### src/rtl/serial_subtractor_if.sv
// rtl/serial_subtractor_if.sv - operand/result handshake bundle for the bit-serial subtractor
interface serial_subtractor_if #(
  parameter int WIDTH = 8
);
  logic             start;
  logic [WIDTH-1:0] a;
  logic [WIDTH-1:0] b;
  logic             busy;
  logic             done;
  logic [WIDTH-1:0] d;
  logic             bout;

  modport master (output start, a, b, input busy, done, d, bout);
  modport slave  (input start, a, b, output busy, done, d, bout);
endinterface

### src/rtl/serial_subtractor.sv
// rtl/serial_subtractor.sv - bit-serial D = A - B, LSB first, one borrow step per clock
module serial_subtractor #(
  parameter int WIDTH = 8
) (
  input  logic               clk,
  input  logic               rst_n,
  serial_subtractor_if.slave bus
);
  localparam int CW = $clog2(WIDTH + 1);

  typedef enum logic [1:0] {IDLE = 2'd0, RUN = 2'd1, FIN = 2'd2} state_t;

  state_t           state, state_next;
  logic [WIDTH-1:0] sa, sb, sr;
  logic             br;
  logic [CW-1:0]    cnt;
  logic [WIDTH-1:0] d_q;
  logic             bout_q;

  logic             load, step, last;
  logic             a_bit, b_bit, diff_bit, br_next;
  logic [WIDTH:0]   sr_cat;
  logic [WIDTH-1:0] sr_shift;

  assign last     = (cnt == CW'(WIDTH - 1));
  assign a_bit    = sa[0];
  assign b_bit    = sb[0];
  assign diff_bit = a_bit ^ b_bit ^ br;
  assign br_next  = (~a_bit & b_bit) | (~(a_bit ^ b_bit) & br);
  // Concatenate-then-slice keeps the shift legal when WIDTH is 1.
  assign sr_cat   = {diff_bit, sr};
  assign sr_shift = sr_cat[WIDTH:1];

  always_comb begin
    state_next = state;
    load       = 1'b0;
    step       = 1'b0;
    case (state)
      IDLE: begin
        if (bus.start) begin
          load       = 1'b1;
          state_next = RUN;
        end
      end
      RUN: begin
        step = 1'b1;
        if (last) begin
          state_next = FIN;
        end
      end
      FIN: begin
        if (bus.start) begin
          load       = 1'b1;
          state_next = RUN;
        end else begin
          state_next = IDLE;
        end
      end
      default: state_next = IDLE;
    endcase
  end

  always_ff @(posedge clk) begin
    if (!rst_n) begin
      state  <= IDLE;
      sa     <= '0;
      sb     <= '0;
      sr     <= '0;
      br     <= 1'b0;
      cnt    <= '0;
      d_q    <= '0;
      bout_q <= 1'b0;
    end else begin
      state <= state_next;
      if (load) begin
        sa  <= bus.a;
        sb  <= bus.b;
        br  <= 1'b0;
        cnt <= '0;
      end else if (step) begin
        sa  <= sa >> 1;
        sb  <= sb >> 1;
        sr  <= sr_shift;
        br  <= br_next;
        cnt <= cnt + 1'b1;
        // Results only move on the edge entering FIN so they hold through the next run.
        if (last) begin
          d_q    <= sr_shift;
          bout_q <= br_next;
        end
      end
    end
  end

  assign bus.busy = (state == RUN);
  assign bus.done = (state == FIN);
  assign bus.d    = d_q;
  assign bus.bout = bout_q;
endmodule

### src/flat_wrapper.sv
// flat-port wrapper written by rule: the top's interface ports become plain ports
module serial_subtractor_flat 
#(
  parameter int WIDTH = 8
)
  (clk, rst_n, bus_start, bus_a, bus_b, bus_busy, bus_done, bus_d, bus_bout);
  serial_subtractor_if #(.WIDTH(WIDTH)) bus_i ();
  input  logic clk;
  input  logic rst_n;
  input wire logic [$bits(bus_i.start)-1:0] bus_start;
  input wire logic [$bits(bus_i.a)-1:0] bus_a;
  input wire logic [$bits(bus_i.b)-1:0] bus_b;
  output wire logic [$bits(bus_i.busy)-1:0] bus_busy;
  output wire logic [$bits(bus_i.done)-1:0] bus_done;
  output wire logic [$bits(bus_i.d)-1:0] bus_d;
  output wire logic [$bits(bus_i.bout)-1:0] bus_bout;
  assign bus_i.start = bus_start;
  assign bus_i.a = bus_a;
  assign bus_i.b = bus_b;
  assign bus_busy = bus_i.busy;
  assign bus_done = bus_i.done;
  assign bus_d = bus_i.d;
  assign bus_bout = bus_i.bout;
  serial_subtractor #(.WIDTH(WIDTH)) u_core (.clk(clk), .rst_n(rst_n), .bus(bus_i));
endmodule
### config.mk
export PLATFORM = sky130hd
export DESIGN_NAME = serial_subtractor_flat
export DESIGN_NICKNAME = d
export VERILOG_FILES = /design/src/rtl/serial_subtractor_if.sv /design/src/rtl/serial_subtractor.sv /design/src/flat_wrapper.sv
export SDC_FILE = /design/constraint.sdc
export NUM_CORES = 1
export LEC_CHECK = 0
export ABC_AREA = 1
export ABC_CLOCK_PERIOD_IN_PS = 2100
export BUFFER_PORTS_ARGS = -buffer_cell sky130_fd_sc_hd__buf_4
export CORE_MARGIN = 2
export CORE_UTILIZATION = 40
export CTS_CLUSTER_SIZE = 30
export DETAILED_ROUTE_END_ITERATION = 12
export GPL_TIMING_DRIVEN = 0
export PLACE_DENSITY = 0.71
export RECOVER_POWER = 50
export SLEW_MARGIN = 20
export SYNTH_ARGS = -nofsm -noshare
export SYNTH_HDL_FRONTEND = slang
export SYNTH_SLANG_ARGS = --single-unit
### constraint.sdc
create_clock -name clk -period 2.1 [get_ports clk]
set_input_delay 0.42 -clock clk [delete_from_list [all_inputs] [get_ports clk]]
set_output_delay 0.42 -clock clk [all_outputs]
set_load 0.03 [all_outputs]
# After elaboration in Yosys (flattened, before gate mapping)
# Cells that the tools add are included.
[word_totals]
wordCells = 41
inputBits = 19
register_bits = 40
[op_classes]
add_sub_neg = 1
mux = 11
n_reduce_logical = 7
n_eq_ne = 5
bitwise_logic = 9
[ops]
columns = ["operator", "count"]
rows = [
  ["$mux W8", 4],
  ["$pmux W2 S3", 1],
  ["$add A4 B1 Y4 const B", 1],
  ["$eq A4 B3 Y1 const B", 1],
  ["$mux W1", 4],
  ["$mux W2", 2],
  ["$not A1 Y1", 4],
  ["$reduce_and A2 Y1", 2],
  ["$reduce_or A2 Y1", 2],
  ["$reduce_and A3 Y1", 1],
  ["$and A1 B1 Y1", 2],
  ["$eq A2 B1 Y1 const B", 1],
  ["$eq A2 B2 Y1 const B", 1],
  ["$logic_not A2 Y1", 1],
  ["$ne A2 B1 Y1 const B", 1],
  ["$ne A2 B2 Y1 const B", 1],
  ["$reduce_bool A2 Y1", 1],
  ["$xor A1 B1 Y1", 2],
  ["$or A1 B1 Y1", 1],
]

# Logic depth before layout (Yosys ltp)
# Gate-level depths: netlist of run 1.
[logic_depth]
word_depth = 5
depth_mapped = 8
depth_no_buf = 7

# Worst setup path before layout of run 1
# Ideal clock, no wire load.
[synth_path]
path_kind = "reg2out"
start = "register u_core.state[0]"
end = "output bus_done"
t_arrival_ns = 0.854
slack_ns = 0.826
path_stages_with_launch = 3
required_ns = 1.680
path_cell_list = "dfxtp_1 -> buf_6 -> nor2_1"
[synth_via]
elab_chain_cells = 1
[synth_lines]
columns = ["element", "line_no", "rtl"]
rows = [
  ["from (decl)", "serial_subtractor.sv:13", "state_t state, state_next;"],
  ["from (signal assigned)", "serial_subtractor.sv:74", "state <= state_next;"],
  ["$eq A2 B2 Y1", "serial_subtractor.sv:96", "assign bus.done = (state == FIN);"],
  ["to (decl)", "flat_wrapper.sv:14", "output wire logic [$bits(bus_i.done)-1:0] bus_done;"],
]
# No other way between the ends.

# Worst setup path in the final report of run 1
[layout_path]
start = "register u_core.state[0]"
end = "output bus_busy"
[layout_via]
elab_chain_cells = 1
[layout_lines]
columns = ["element", "line_no", "rtl"]
rows = [
  ["$eq A2 B1 Y1", "serial_subtractor.sv:95", "assign bus.busy = (state == RUN);"],
  ["to (decl)", "flat_wrapper.sv:13", "output wire logic [$bits(bus_i.busy)-1:0] bus_busy;"],
]
# No other way between the ends.

==> impl_metrics.toml, run 1 <==
[final_layout]
n_antenna_cell = 0
drive_gt1_share_pct = 22.7
area_growth_pct = 17.6
nets = 297
utilization_pct = 48.9

[synthesis]
syn_inst = 241
yosysWarnings = 0
yosys.cell_types.count = 25
mappedNetlistNets = 262
yosysSeqAreaShare_pct = 43.2
avgSynthCellArea_um2 = 7.50
ys_seq_elements = 39
netlist_area_mm2 = 0.00181

[floorplan]
dieWidth_um = 71.2
ioPinCount = 30
initial_utilization_pct = 41.5
die_y_um = 71.2
placementRows = 24
fp.dieArea_mm2 = 0.00507
fp.coreArea_mm2 = 0.00435

[clock_network]
cts_setup_buffers = 0
cts_tree = "yes"
cts_sinks = 39
cts_root_buf = "clkbuf_8"
htreeDepth = 2
cts_buffers = 5
clk_pin_slew_worst_paths_ns = 0.07
post_cts_resized = 0
clk_latency_ns = 0.29
ctsHoldBuffers = 0
clk_path_buf_depth = 2

[placement]
dp_hpwl_mm = 2.62
portBuffers = 28
gp_congestion = 0.775

[timing]
rsz0062_at_grt = "no"
hold_viol_final = 0
slew_headroom_pct = 66.6
worstMarginPinSlew_ns = 0.502
period_share_pct = 81.0
skew_ns = 0.00602
setup_violations = 0
slew_viol_final = 0
fmax_mhz = 588
fin_tns_setup_ns = 0
post-route-min-period_ns = 1.70

[drt]
routedWlPerCell_um = 10.9
postRouteAntennaNets = 0
drt_iter0_markers = 52
first_pass_iters = 4
routed_wl_mm = 3.60
vias_per_cell = 4.68
vias = 1540
drc = 0

[setup_path]
path_class = "reg2out"
required_ns = 1.68
cp.buffers_inverters = 4
worstPathArrival_ns = 1.28
crit_top_cell = "buf_6"
slowest_delay_ns = 0.32
setup.worst_path.end_class = "output pin"
startpoint_type = "flop"
crit_chain = "buf_6 -> nand2_8 -> inv_6 -> buf_6 -> buf_4"
slowest_stage = "dfxtp_1"
crit_path_max_fanout = 10
cp_top_family = "buffers and inverters"

[global_routing]
met2_usage_pct = 24.2
grt-busiest-layer = "met2"
antenna_found_initial = 0
grt_overflow = 0
use_met3_pct = 4.64
grt_max_degree = 13
use_met1_pct = 20.8
groute.usage.overall_pct = 15.5
first_global_vias = 1372
grt_pass1_wl_mm = 6.21

[power]
leakage_nw = 0.981
powerDensity_mw_per_mm2 = 720
ir_drop_v = 0.000361

[min_path]
worstHoldPathType = "in2reg"

[job]
maxCapViolCount = 0

[outcome]
status = "finished clean"
==> kinds of logic (layout without fill, tap and decap cells) <==
logic type,Yosys count,count (layout),synth area share [%]
AND/OR/NAND/NOR,104,104,27.6
buffers and inverters,50,86,13.0
AO/OA/AOI/OAI,46,46,14.4
flip-flops,39,39,43.2
adder cells (fa/ha/maj),2,2,1.80
==> path summary, 6_finish.rpt <==
| path | from | end | slack [ns] | cells past startpoint |
|---|---|---|---|---|
| max | u_core.state[0] | bus_busy | 0.40 | 5 |
| min | bus_a[7] | u_core.sa[7] | 0.34 | 3 |
| max reg2reg | u_core.state[0] | u_core.sb[4] | 0.50 | 7 |
| min reg2reg | u_core.sr[1] | u_core.sr[1] | 0.45 | 2 |
==> per-stage QoR <==
stage / instance area [µm²] / total power [W] / cells / setup WS [ns] / hold slack [ns]
after floorplan: 1810 / 0.00100 / 241 / 0.826 / 0.429
after global placement: 2080 / 0.00107 / 321 / 0.692 / 0.438
after detailed placement: 2080 / 0.00107 / 321 / 0.684 / 0.443
after CTS: 2170 / 0.00156 / 329 / 0.359 / 0.343
after global routing: 2130 / 0.00161 / 329 / 0.312 / 0.355
final: 2130 / 0.00153 / 329 / 0.398 / 0.345
==> layer usage <==
layer	part of all wire, %	up-vias
li1	-	819
met1	45	675
met2	47	40
met3	5.7	6
met4	1.4	0
met5	0	-
==> layout make-up <==
cell class,instances,area [µm²]
Fill cell,445,2230
Buffer,9,57.6
Sequential cell,39,781
Clock inverter,2,12.5
Timing Repair Buffer,28,210
Tap cell,52,65.1
Inverter,41,160
Multi-Input combinational cell,152,768
Clock buffer,6,72.6
==> power breakdown <==
group	switching, W	internal [W]
combinational	0.000141	0.0000919
sequential	0.0000216	0.000785
clock	0.000260	0.000232
==> worst register-to-register path, delay by kind of cell, from the launching register on <==
family	cells	cell delay, ns
AND/OR/NAND/NOR	3	0.37
AO/OA/AOI/OAI	1	0.12
flip-flops	1	0.32
buffers and inverters	3	0.69
==> cell usage after synthesis (all sizes together) <==
cell | number | share of area (%)
a21oi | 21 | 6.4
buf | 8 | 3.9
clkbuf | 1 | 0.21
dfxtp | 39 | 43
fa | 1 | 1.1
ha | 1 | 0.69
inv | 41 | 8.9
nand2 | 47 | 13
nand3 | 19 | 5.5
nor2 | 38 | 9.0
o21ai | 25 | 8.0
==> cells in the final DEF, fill, tap and decap left out, drive strengths merged <==
master / n
a21oi: 21
buf: 33
clkbuf: 10
clkinv: 1
clkinvlp: 2
dfxtp: 39
fa: 1
ha: 1
inv: 40
nand2: 47
nand3: 19
nor2: 38
o21ai: 25
==> registers in the layout, summed over array words and instances, names as in the netlist <==
| name | count |
|---|---|
| u_core.br | 1 |
| u_core.bus.bout | 1 |
| u_core.bus.d | 8 |
| u_core.cnt | 4 |
| u_core.sa | 8 |
| u_core.sb | 8 |
| u_core.sr | 7 |
| u_core.state | 2 |
Note: power is estimated with default switching activity, not from simulation.
==> inputs of run 2 (changes only) <==
--- a/config.mk
+++ b/config.mk
@@ -6,7 +6,7 @@
 export NUM_CORES = 1
 export LEC_CHECK = 0
 export ABC_AREA = 1
-export ABC_CLOCK_PERIOD_IN_PS = 2100
+export ABC_CLOCK_PERIOD_IN_PS = 1750
 export BUFFER_PORTS_ARGS = -buffer_cell sky130_fd_sc_hd__buf_4
 export CORE_MARGIN = 2
 export CORE_UTILIZATION = 40
==> constraint.sdc (replaced) <==
create_clock -name clk -period 1.75 [get_ports clk]
set_input_delay 0.35 -clock clk [delete_from_list [all_inputs] [get_ports clk]]
set_output_delay 0.35 -clock clk [all_outputs]
set_load 0.03 [all_outputs]
==> impl_metrics.toml, run 2 (synthesis results as in run 1) <==
[outcome]
status = "finished clean"

[power]
ir_drop_v = 0.000434
leakage_nw = 0.963
seqPwrFrac_pct = 52.6
switching_power_w = 0.000511
p_sw_share_pct = 27.7
powerDensity_mw_per_mm2 = 873
combPwrFrac_pct = 15.3
pwr-share-clk_pct = 32.2
p_total_w = 0.00184
intPower_w = 0.00133

[timing]
setup_violations = 0
fin_tns_setup_ns = 0
slew_headroom_pct = 66.4
worstMarginPinSlew_ns = 0.504
rsz0062_at_grt = "no"
fmax_mhz = 609
skew_ns = 0.00673
hold_viol_final = 0
slew_viol_final = 0
post-route-min-period_ns = 1.64
period_share_pct = 93.8

[global_routing]
grt_pass1_wl_mm = 6.21
met2_usage_pct = 24.2
grt_overflow = 0
use_met1_pct = 20.8
use_met3_pct = 4.64
grt_max_degree = 13
groute.usage.overall_pct = 15.5
antenna_found_initial = 0
first_global_vias = 1372
grt-busiest-layer = "met2"

[final_layout]
final_common_cell = "nand2_1"
mostFrequentLayoutCells = "nand2_1 (42), dfxtp_1 (39), inv_1 (36)"
fillers = 450
utilization_pct = 48.4
final_area_mm2 = 0.00211
n_antenna_cell = 0
area_growth_pct = 16.7
nets = 297
finalNonFillerCells = 329
drive_gt1_share_pct = 20.9

[drt]
routed_wl_mm = 3.65
postRouteAntennaNets = 0
routedWlPerCell_um = 11.1
drc = 0
vias_per_cell = 4.64
first_pass_iters = 4
vias = 1528
drt_iter0_markers = 51

[clock_network]
cts_buffers = 5
clk_pin_slew_worst_paths_ns = 0.07
cts_root_buf = "clkbuf_8"
post_cts_resized = 0
clk_latency_ns = 0.30
clk_path_buf_depth = 2
cts_setup_buffers = 0
cts_tree = "yes"
cts_sinks = 39
ctsHoldBuffers = 0
htreeDepth = 2

[setup_path]
required_ns = 1.40
startpoint_type = "flop"
slowest_delay_ns = 0.32
setup.worst_path.end_class = "output pin"
crit_path_max_fanout = 10
worstPathArrival_ns = 1.29
crit_top_cell = "buf_6"
path_class = "reg2out"
slowest_stage = "dfxtp_1"
crit_chain = "buf_6 -> nand2_8 -> inv_6 -> buf_6 -> buf_4"

[placement]
dp_cells = 321
gp_congestion = 0.775
dp_hpwl_mm = 2.62
dpl-instance-area_mm2 = 0.00208
portBuffers = 28

[floorplan]
dieWidth_um = 71.2
initial_utilization_pct = 41.5
ioPinCount = 30
fp.dieArea_mm2 = 0.00507
placementRows = 24
die_y_um = 71.2
fp.coreArea_mm2 = 0.00435

[job]
maxCapViolCount = 0

[min_path]
worstHoldPathType = "in2reg"
run 2: changes by cell type in the layout (fill, tap and decap cells not counted):
cell	change
clkbuf_1	+5
clkinvlp_2	-1
inv_4	+1
buf_4	-5
run 2: critical path, delay by kind of cell, from the launching register on:
family	cells	cell delay (ns)
flip-flops	1	0.32
buffers and inverters	4	0.58
AND/OR/NAND/NOR	1	0.10
run 2: per-stage QoR:
| step | hold WS [ns] | setup slack [ns] |
|---|---|---|
| after floorplan | 0.429 | 0.546 |
| after global placement | 0.438 | 0.412 |
| after detailed placement | 0.443 | 0.404 |
| after CTS | 0.273 | 0.0792 |
| after global routing | 0.285 | 0.0472 |
| final | 0.275 | 0.108 |
run 2: final cells by class:
type                       instances  area (µm²)  area share (%)
buffer                             9        57.6            2.73
timing repair buffer              28         191            9.07
clock buffer                       6        72.6            3.44
tap                               52        65.1            3.08
inverter                          41         161            7.65
clock inverter                     2        12.5           0.593
sequential                        39         781            37.0
multi-input combinational        152         768            36.4
run 2: per-layer routing:
metal,up-vias,share of wire [%]
met1,670,46
li1,818,-
met3,6,5.0
met5,-,0
met2,34,47
met4,0,1.4
run 2: power by group through the flow:
stage	combinational (W)	sequential [W]	clock, W
2_1_floorplan	0.000220	0.000981	0
3_3_place_gp	0.000296	0.000986	0
3_5_place_dp	0.000300	0.000988	0
4_1_cts	0.000302	0.000967	0.000603
5_1_grt	0.000322	0.000974	0.000639
6_report	0.000281	0.000968	0.000593
run 2: final timing paths:
path                    from  slack [ns]  cells after the start      endpoint
max          u_core.state[0]        0.11                      5      bus_busy
min                 bus_a[7]        0.27                      3  u_core.sa[7]
max reg2reg  u_core.state[0]        0.24                      7  u_core.sb[4]
min reg2reg     u_core.sr[1]        0.45                      2  u_core.sr[1]
